### src/rtl/ram_pkg.sv
// Shared definitions for the dual-port RAM and its block-copy initiator.
package ram_pkg;

    localparam int AW_DEF = 8;
    localparam int DW_DEF = 8;

    typedef enum logic [1:0] {
        IDLE,
        RUN,
        DRAIN,
        DONE
    } copy_state_t;

endpackage

### src/rtl/copy_addr_gen.sv
// Loadable address pointer with increment enable; wraps modulo 2^AW.
module copy_addr_gen #(
    parameter int AW = 8
) (
    input  logic          clk,
    input  logic          rst,
    input  logic          load,
    input  logic [AW-1:0] load_val,
    input  logic          inc,
    output logic [AW-1:0] ptr
);

    always_ff @(posedge clk) begin
        if (rst) begin
            ptr <= '0;
        end else if (load) begin
            ptr <= load_val;
        end else if (inc) begin
            ptr <= ptr + AW'(1);
        end
    end

endmodule

### src/rtl/ram_copy_dma.sv
// Block copy from RAM bank A to bank B at one word per clock; the write
// stage trails the read stage by one cycle and takes its data straight from dout_a.
module ram_copy_dma
    import ram_pkg::*;
#(
    parameter int AW = AW_DEF,
    parameter int DW = DW_DEF
) (
    input  logic          clk,
    input  logic          rst,
    input  logic          start,
    input  logic [AW-1:0] src,
    input  logic [AW-1:0] dst,
    input  logic [AW:0]   len,
    input  logic          abort,
    output logic          busy,
    output logic          done,
    output logic [AW:0]   words_done,
    output logic          ce,
    output logic          we_a,
    output logic [AW-1:0] adr_a,
    input  logic [DW-1:0] dout_a,
    output logic          we_b,
    output logic [AW-1:0] adr_b,
    output logic [DW-1:0] din_b
);

    copy_state_t state, state_next;
    logic        accept;
    logic        rd_issue;
    logic        wr_pend;
    logic [AW:0] remaining;

    always_ff @(posedge clk) begin
        if (rst) begin
            state <= IDLE;
        end else begin
            state <= state_next;
        end
    end

    always_comb begin
        state_next = state;
        accept     = 1'b0;
        rd_issue   = 1'b0;
        unique case (state)
            IDLE: begin
                if (start) begin
                    accept     = 1'b1;
                    state_next = (len == '0) ? DONE : RUN;
                end
            end
            RUN: begin
                // An aborted cycle issues no read; the read already in flight still lands.
                if (abort) begin
                    state_next = DRAIN;
                end else begin
                    rd_issue = 1'b1;
                    if (remaining == (AW+1)'(1)) begin
                        state_next = DRAIN;
                    end
                end
            end
            DRAIN:   state_next = DONE;
            DONE:    state_next = IDLE;
            default: state_next = IDLE;
        endcase
    end

    // wr_pend marks that dout_a holds a word read in the previous cycle.
    always_ff @(posedge clk) begin
        if (rst) begin
            wr_pend    <= 1'b0;
            remaining  <= '0;
            words_done <= '0;
        end else begin
            wr_pend <= rd_issue;
            if (accept) begin
                remaining  <= len;
                words_done <= '0;
            end else begin
                if (rd_issue) begin
                    remaining <= remaining - (AW+1)'(1);
                end
                if (wr_pend) begin
                    words_done <= words_done + (AW+1)'(1);
                end
            end
        end
    end

    copy_addr_gen #(.AW(AW)) u_rd_ptr (
        .clk      (clk),
        .rst      (rst),
        .load     (accept),
        .load_val (src),
        .inc      (rd_issue),
        .ptr      (adr_a)
    );

    copy_addr_gen #(.AW(AW)) u_wr_ptr (
        .clk      (clk),
        .rst      (rst),
        .load     (accept),
        .load_val (dst),
        .inc      (wr_pend),
        .ptr      (adr_b)
    );

    assign ce    = rd_issue | wr_pend;
    assign we_a  = 1'b0;
    assign we_b  = wr_pend;
    assign din_b = dout_a;
    assign busy  = (state == RUN) || (state == DRAIN);
    assign done  = (state == DONE);

endmodule

### config.mk
export PLATFORM = sky130hd
export DESIGN_NAME = ram_copy_dma
export DESIGN_NICKNAME = d
export VERILOG_FILES = /design/src/rtl/ram_pkg.sv /design/src/rtl/copy_addr_gen.sv /design/src/rtl/ram_copy_dma.sv
export SDC_FILE = /design/constraint.sdc
export NUM_CORES = 1
export LEC_CHECK = 0
export CORE_ASPECT_RATIO = 0.5
export CORE_MARGIN = 5
export CORE_UTILIZATION = 48
export DETAILED_ROUTE_END_ITERATION = 6
export PLACE_DENSITY = 0.85
export SYNTH_ARGS = -nofsm -noshare
export SYNTH_HDL_FRONTEND = slang
export SYNTH_HIERARCHICAL = 1
export SYNTH_SLANG_ARGS = --single-unit
### constraint.sdc
create_clock -name clk -period 2.85 [get_ports clk]
set_input_delay 0.57 -clock clk [delete_from_list [all_inputs] [get_ports clk]]
set_output_delay 0.57 -clock clk [all_outputs]
set_load 0.01 [all_outputs]
==> results of run 1 <==
## worst max-delay path, delay by kind of cell
kind / cells / cell delay, ns
buffers and inverters: 2 / 0.98
and+or+nand+nor: 2 / 0.33
## routing by layer
layer | wire length [um] | share of wire [%] | track usage [%] | up-vias
li1 | - | - | - | 962
met1 | 2300 | 43 | 21.3 | 926
met2 | 2650 | 50 | 30.9 | 43
met3 | 265 | 5.0 | 4.48 | 14
met4 | 78 | 1.5 | 7.38 | 0
met5 | 0 | 0 | 0 | -
## cell usage in the layout, fill, tap and decap left out, types with 3 or more instances in the layout
| cell | synthesis | routed |
|---|---|---|
| nand2b_1 | 5 | 5 |
| a21oi_1 | 9 | 9 |
| nand2_1 | 15 | 15 |
| o211ai_1 | 9 | 9 |
| a311oi_1 | 4 | 4 |
| inv_1 | 11 | 11 |
| xor2_1 | 14 | 14 |
| nor3_1 | 5 | 5 |
| a211oi_1 | 11 | 11 |
| dfxtp_1 | 37 | 37 |
| ha_1 | 10 | 10 |
| nor2_1 | 26 | 26 |
| buf_4 | 11 | 7 |
| or3_1 | 3 | 3 |
| or4_1 | 5 | 5 |
| clkbuf_8 | 0 | 6 |
| xnor2_1 | 6 | 6 |
| mux2i_1 | 5 | 5 |
| o21ai_0 | 3 | 3 |
| nor3b_1 | 6 | 6 |
| clkdlybuf4s50_1 | 0 | 57 |
| nand3_1 | 7 | 7 |
| nand4_1 | 11 | 11 |
## metrics by stage
| stage | util [%] | hold slack (ns) | setup WS [ns] | area [um2] |
|---|---|---|---|---|
| 3_5_place_dp | 61.9 | 0.507 | 0.393 | 2670 |
| 3_3_place_gp | 61.9 | 0.500 | 0.406 | 2670 |
| 6_report | 64.7 | 0.530 | 0.394 | 2790 |
| 2_1_floorplan | - | 0.485 | 0.844 | 2110 |
| 5_1_grt | 64.7 | 0.552 | 0.359 | 2790 |
| 4_1_cts | 64.7 | 0.532 | 0.387 | 2790 |
## how the worst max path moves through the flow
stage / start / to / cells after the start
3_3_place_gp: abort / ce / 4
5_1_grt: abort / ce / 4
6_report: abort / ce / 4
2_1_floorplan: abort / u_rd_ptr/ptr[7] / 6
4_1_cts: abort / ce / 4
3_5_place_dp: abort / ce / 4
## cell families after synthesis
family | after synthesis | synth area share, %
AO/OA/AOI/OAI | 43 | 14.5
multiplexers | 7 | 3.45
adder cells (fa/ha/maj) | 10 | 5.94
other | 1 | 0.178
AND/OR/NAND/NOR | 93 | 24.4
XOR/XNOR | 20 | 8.32
buffers and inverters | 30 | 8.02
flip-flops | 37 | 35.2
## where the power goes
| group | leakage [uW] | internal (uW) | switching, uW |
|---|---|---|---|
| Clock | 0.0000574 | 285 | 194 |
| Combinational | 0.000636 | 464 | 459 |
| Sequential | 0.000304 | 646 | 162 |
## sequential cells by signal, indices dropped and copies added, names as in the netlist
name,count
we_b,1
u_rd_ptr/ptr,8
u_wr_ptr/ptr,8
remaining,9
words_done,9
state,2
## synth_stat cells (3+ instances only)
library cell / number / area share, %
a311oi_1: 4 / 1.7
o211ai_1: 9 / 3.2
clkbuf_1: 6 / 1.1
a21oi_1: 9 / 2.1
or4_1: 5 / 1.8
xor2_1: 14 / 5.8
nand3_1: 7 / 1.7
a211oi_1: 11 / 3.9
nand2_1: 15 / 2.7
o21ai_0: 3 / 0.71
nor2_1: 26 / 4.6
or3_1: 3 / 0.89
nor3b_1: 6 / 2.1
nor3_1: 5 / 1.2
buf_4: 11 / 3.9
ha_1: 10 / 5.9
xnor2_1: 6 / 2.5
inv_1: 11 / 2.0
nand4_1: 11 / 3.3
nand2b_1: 5 / 1.5
mux2i_1: 5 / 2.4
dfxtp_1: 37 / 35
## area by class of cell
class | count | share of cell area, %
timing repair buffer | 64 | 22.3
tap | 57 | 2.55
clock buffer | 6 | 2.96
inverter | 11 | 1.48
multi-input combinational | 174 | 42.8
sequential | 37 | 26.5
clock inverter | 2 | 1.34
==> impl_metrics.yaml, run 1 <==
global_route:
  grt_overflow: 0
  track_usage_pct: 17.9
  grt_pass1_wl_um: 8760
  grt_max_degree: 20
  antenna_found_initial: 0
  first_global_vias: 1917
timing:
  setup_viol: 0
  finalCritPeriodShare_pct: 86.2
  maxSlewViolCount: 0
  fin_skew_ns: 0.0111
  finalSetupTns_ns: 0
  rsz0062_at_grt: "false"
  max_freq_ghz: 0.407
  post-route-min-period_ns: 2.46
  hold_viol_final: 0
critical_path:
  slowest_stage: "clkdlybuf4s50_1"
  crit_required_ns: 2.28
  rr_endpoint: "u_wr_ptr/ptr[5]"
  worstPathArrival_ns: 1.89
  crit_path_end_kind: "output port"
  cpPeakStageDelay_ns: 0.53
  crit_chain: "clkdlybuf4s50_1 -> nand2b_1 -> nand2b_1 -> clkdlybuf4s50_1"
  worst_r2r_path_depth: 7
  rrSetupSlack_ns: 0.87
  critical_path_class: "input pin to output port"
  worstPathMaxFanout: 5
  cp-start-kind: "input pin"
  reg2reg_from: "state[0]"
clock_network:
  clk_pin_slew_ns: 0.08
  clockBufferDepth: 2
  cts_tree: "yes"
  clkLatencyLatePin_ns: 0.30
  cts-root-buf: "clkbuf_8"
  numCtsBuffers: 5
  htreeDepth: 2
  ctsResizeCount: 0
  hold_buffers: 0
  cts_sinks: 37
  cts_post_setup_buffers_inserted: 0
power:
  powerDensity_nw_per_um2: 792
  max-vdd-ir-drop_mv: 0.397
  leakagePower_uw: 0.000997
  finalPower_uw: 2210
floorplanning:
  die_y_um: 56.8
  die_area_um2: 5890
  rows: 17
  core_region_area_um2: 4320
  die_w_um: 104
  start_util_pct: 48.8
  ios: 75
detailed_routing:
  via_per_inst: 5.54
  dr.pass1.iters: 4
  drc: 0
  drt_iter0_drc: 80
  wire_per_inst_um: 15.1
  num_vias: 1945
  drt-total-wl_um: 5290
  ant_nets: 0
placed_design:
  portBuffers: 57
  placed_cells: 343
  place.gp.congestion: 0.806
  place_hpwl_um: 3850
min_path:
  whs_endpoint: "words_done[8]"
  hold_class: "register to register"
  hp-start: "words_done[8]"
  holdPathStages: 2
synth:
  syn-num-nets: 288
  synth_edf_count: 0
  yosysSeqAreaShare_pct: 35.2
  yosys.cell_types.count: 38
  syn-instance-count: 241
  syn_avg_cell_area_um2: 8.74
  netlist_area_um2: 2110
  ys.warnings.count: 6
  async_reset_ff_share_pct: 0
  synth_top_flop_cell: "dfxtp_1"
  synth-seq-cells: 37
layout:
  insertedDiodeCount: 0
  fin_cells: 351
  drive_above_1_share_pct: 7.48
  synthToLayoutAreaGrowth_pct: 32.6
  seq_area_um2: 741
  multi_input_area_um2: 1200
  fillers: 356
  nets: 340
flow_run:
  cap_violations: 0
run_status:
  outcome: "completed"
(Power assumes the default switching activity.)
==> run 2: changes to the inputs <==
Settings changed: CORE_UTILIZATION 48 to 47, SYNTH_HIERARCHICAL 1 to unset.
==> run 2 against run 1 <==
Register-to-register slack better by 0.12 ns. Die area down 3.2%. Power down 5.2%. Largest cell class unchanged. Clock skew down 0.0077 ns. Highest routed layer unchanged. Critical path type unchanged. Sequential power about the same.
==> impl_metrics.yaml, run 2 <==
synth:
  synth_top_cells_by_area: "dfxtp_1 (37%), xor2_1 (7.9%), a211oi_1 (7.2%), nor2_1 (6.8%), ha_1 (6.3%)"
  synth-seq-cells: 37
  yosysTopAreaCell: "dfxtp_1"
  yosysSeqAreaShare_pct: 37.3
  synth_common_cells: "dfxtp_1 (37), nor2_1 (36), nand2_1 (20)"
  async_reset_ff_share_pct: 0
  yosys.cell_types.count: 34
  synth_edf_count: 0
  syn-instance-count: 231
  synth_top_area_share_pct: 37.3
  synth_top_flop_cell: "dfxtp_1"
  ys.warnings.count: 0
  syn_avg_cell_area_um2: 8.60
  synth.most_common_cell: "dfxtp_1"
  syn-num-nets: 278
  netlist_area_um2: 1990
detailed_routing:
  drt_iter0_drc: 68
  drt-total-wl_um: 4550
  drc: 0
  dr.pass1.iters: 4
  num_vias: 1738
  via_per_inst: 5.22
  wire_per_inst_um: 13.7
  ant_nets: 0
global_route:
  grt_max_degree: 50
  antenna_found_initial: 0
  first_global_vias: 1655
  track_usage_pct: 16.3
  grt_overflow: 0
  grt_pass1_wl_um: 7550
timing:
  maxSlewViolCount: 0
  hold_viol_final: 0
  fin_skew_ns: 0.00345
  finalCritPeriodShare_pct: 85.8
  setup_viol: 0
  finalSetupTns_ns: 0
  rsz0062_at_grt: "false"
  max_freq_ghz: 0.409
  tightestPinTransition_ns: 0.579
  relSlewSlack_pct: 61.1
  post-route-min-period_ns: 2.45
  timing.final.ws_setup_ns: 0.404
layout:
  seq_area_um2: 741
  final_cell_mix: "clkdlybuf4s50_1 (57), dfxtp_1 (37), nor2_1 (36), nand2_1 (20), a211oi_1 (19)"
  fillers: 318
  multi_input_area_um2: 1110
  utilization_pct: 66.0
  drive_above_1_share_pct: 5.73
  nets: 326
  insertedDiodeCount: 0
  layout_commonest_cell: "clkdlybuf4s50_1"
  reg_top3: "remaining (9), words_done (9)"
  fin_cells: 333
  synthToLayoutAreaGrowth_pct: 32.4
placed_design:
  place.gp.congestion: 0.789
  placed_cells: 326
  portBuffers: 57
  place_hpwl_um: 3400
  pre_cts_ws_ns: 0.406
critical_path:
  crit_path_end_kind: "output port"
  crit_required_ns: 2.28
  rrSetupSlack_ns: 0.99
  rr_endpoint: "remaining[5]"
  cp-start-kind: "input pin"
  worstPathArrival_ns: 1.88
  worst_r2r_path_depth: 6
  worstPathMaxFanout: 4
  reg2reg_from: "state[1]"
  critical_path_class: "input pin to output port"
floorplanning:
  ios: 75
  die_w_um: 102
  core_region_area_um2: 3980
  rows: 16
  die_y_um: 56.0
  start_util_pct: 49.8
  die_area_um2: 5700
min_path:
  whs_endpoint: "words_done[5]"
  hold_class: "register to register"
  hp-start: "words_done[5]"
  holdPathStages: 2
clock_network:
  clockBufferDepth: 2
  clkLatencyLatePin_ns: 0.29
  numCtsBuffers: 5
  cts_post_setup_buffers_inserted: 0
  htreeDepth: 2
  cts_sinks: 37
  cts_tree: "yes"
  ctsResizeCount: 0
  clk_pin_slew_ns: 0.07
  cts-root-buf: "clkbuf_8"
  hold_buffers: 0
run_status:
  outcome: "completed"
power:
  powerDensity_nw_per_um2: 797
  leakagePower_uw: 0.000951
  max-vdd-ir-drop_mv: 0.407
flow_run:
  cap_violations: 0
## run 2: worst max-delay path, stage by stage
cell	delay, ns
clkdlybuf4s50_1	0.48
nand2b_1	0.21
nand2b_1	0.08
clkdlybuf4s50_1	0.53
## run 2: per-stage QoR
step                      power [uW]  hold WS (ns)  instance area [um2]
final                           2100         0.495                 2630
after global routing            2240         0.539                 2630
after CTS                       2110         0.497                 2630
after detailed placement        1730         0.487                 2540
after global placement          1700         0.482                 2540
after floorplan                 1380         0.485                 1990
## run 2: how the worst max path moves through the flow
| stage | start | endpoint | slack, ns |
|---|---|---|---|
| finish | abort | ce | 0.40 |
| global route | abort | ce | 0.36 |
| CTS | abort | ce | 0.41 |
| detailed placement | abort | ce | 0.41 |
| global placement | abort | ce | 0.42 |
| floorplan | len[4] | state[1] | 1.18 |
## run 2: layout make-up
type	instances	area share, %
Clock buffer	7	3.28
Inverter	5	0.714
Multi-Input combinational cell	169	42.4
Sequential cell	37	28.2
Tap cell	54	2.57
Timing Repair Buffer	61	22.8
## run 2: cells by family after synthesis
| kind of cell | share of synthesized area (%) |
|---|---|
| AND/OR/NAND/NOR | 23.5 |
| AO/OA/AOI/OAI | 14.1 |
| flip-flops | 37.3 |
| XOR/XNOR | 11.0 |
| buffers and inverters | 6.55 |
| adder cells (fa/ha/maj) | 6.30 |
| multiplexers | 1.01 |
| other | 0.189 |
## run 2: power breakdown
part	total (uW)	internal [uW]	leakage, uW	switching (uW)
Combinational	923	457	0.000603	466
Sequential	807	652	0.000304	155
Clock	366	192	0.0000443	174
## run 2: per-layer routing
layer,up-vias,part of all wire (%),global-route usage (%)
met2,35,48,26.4
met5,-,0,0
met3,8,4.6,3.50
li1,896,-,-
met1,799,46,21.2
met4,0,1.6,6.36
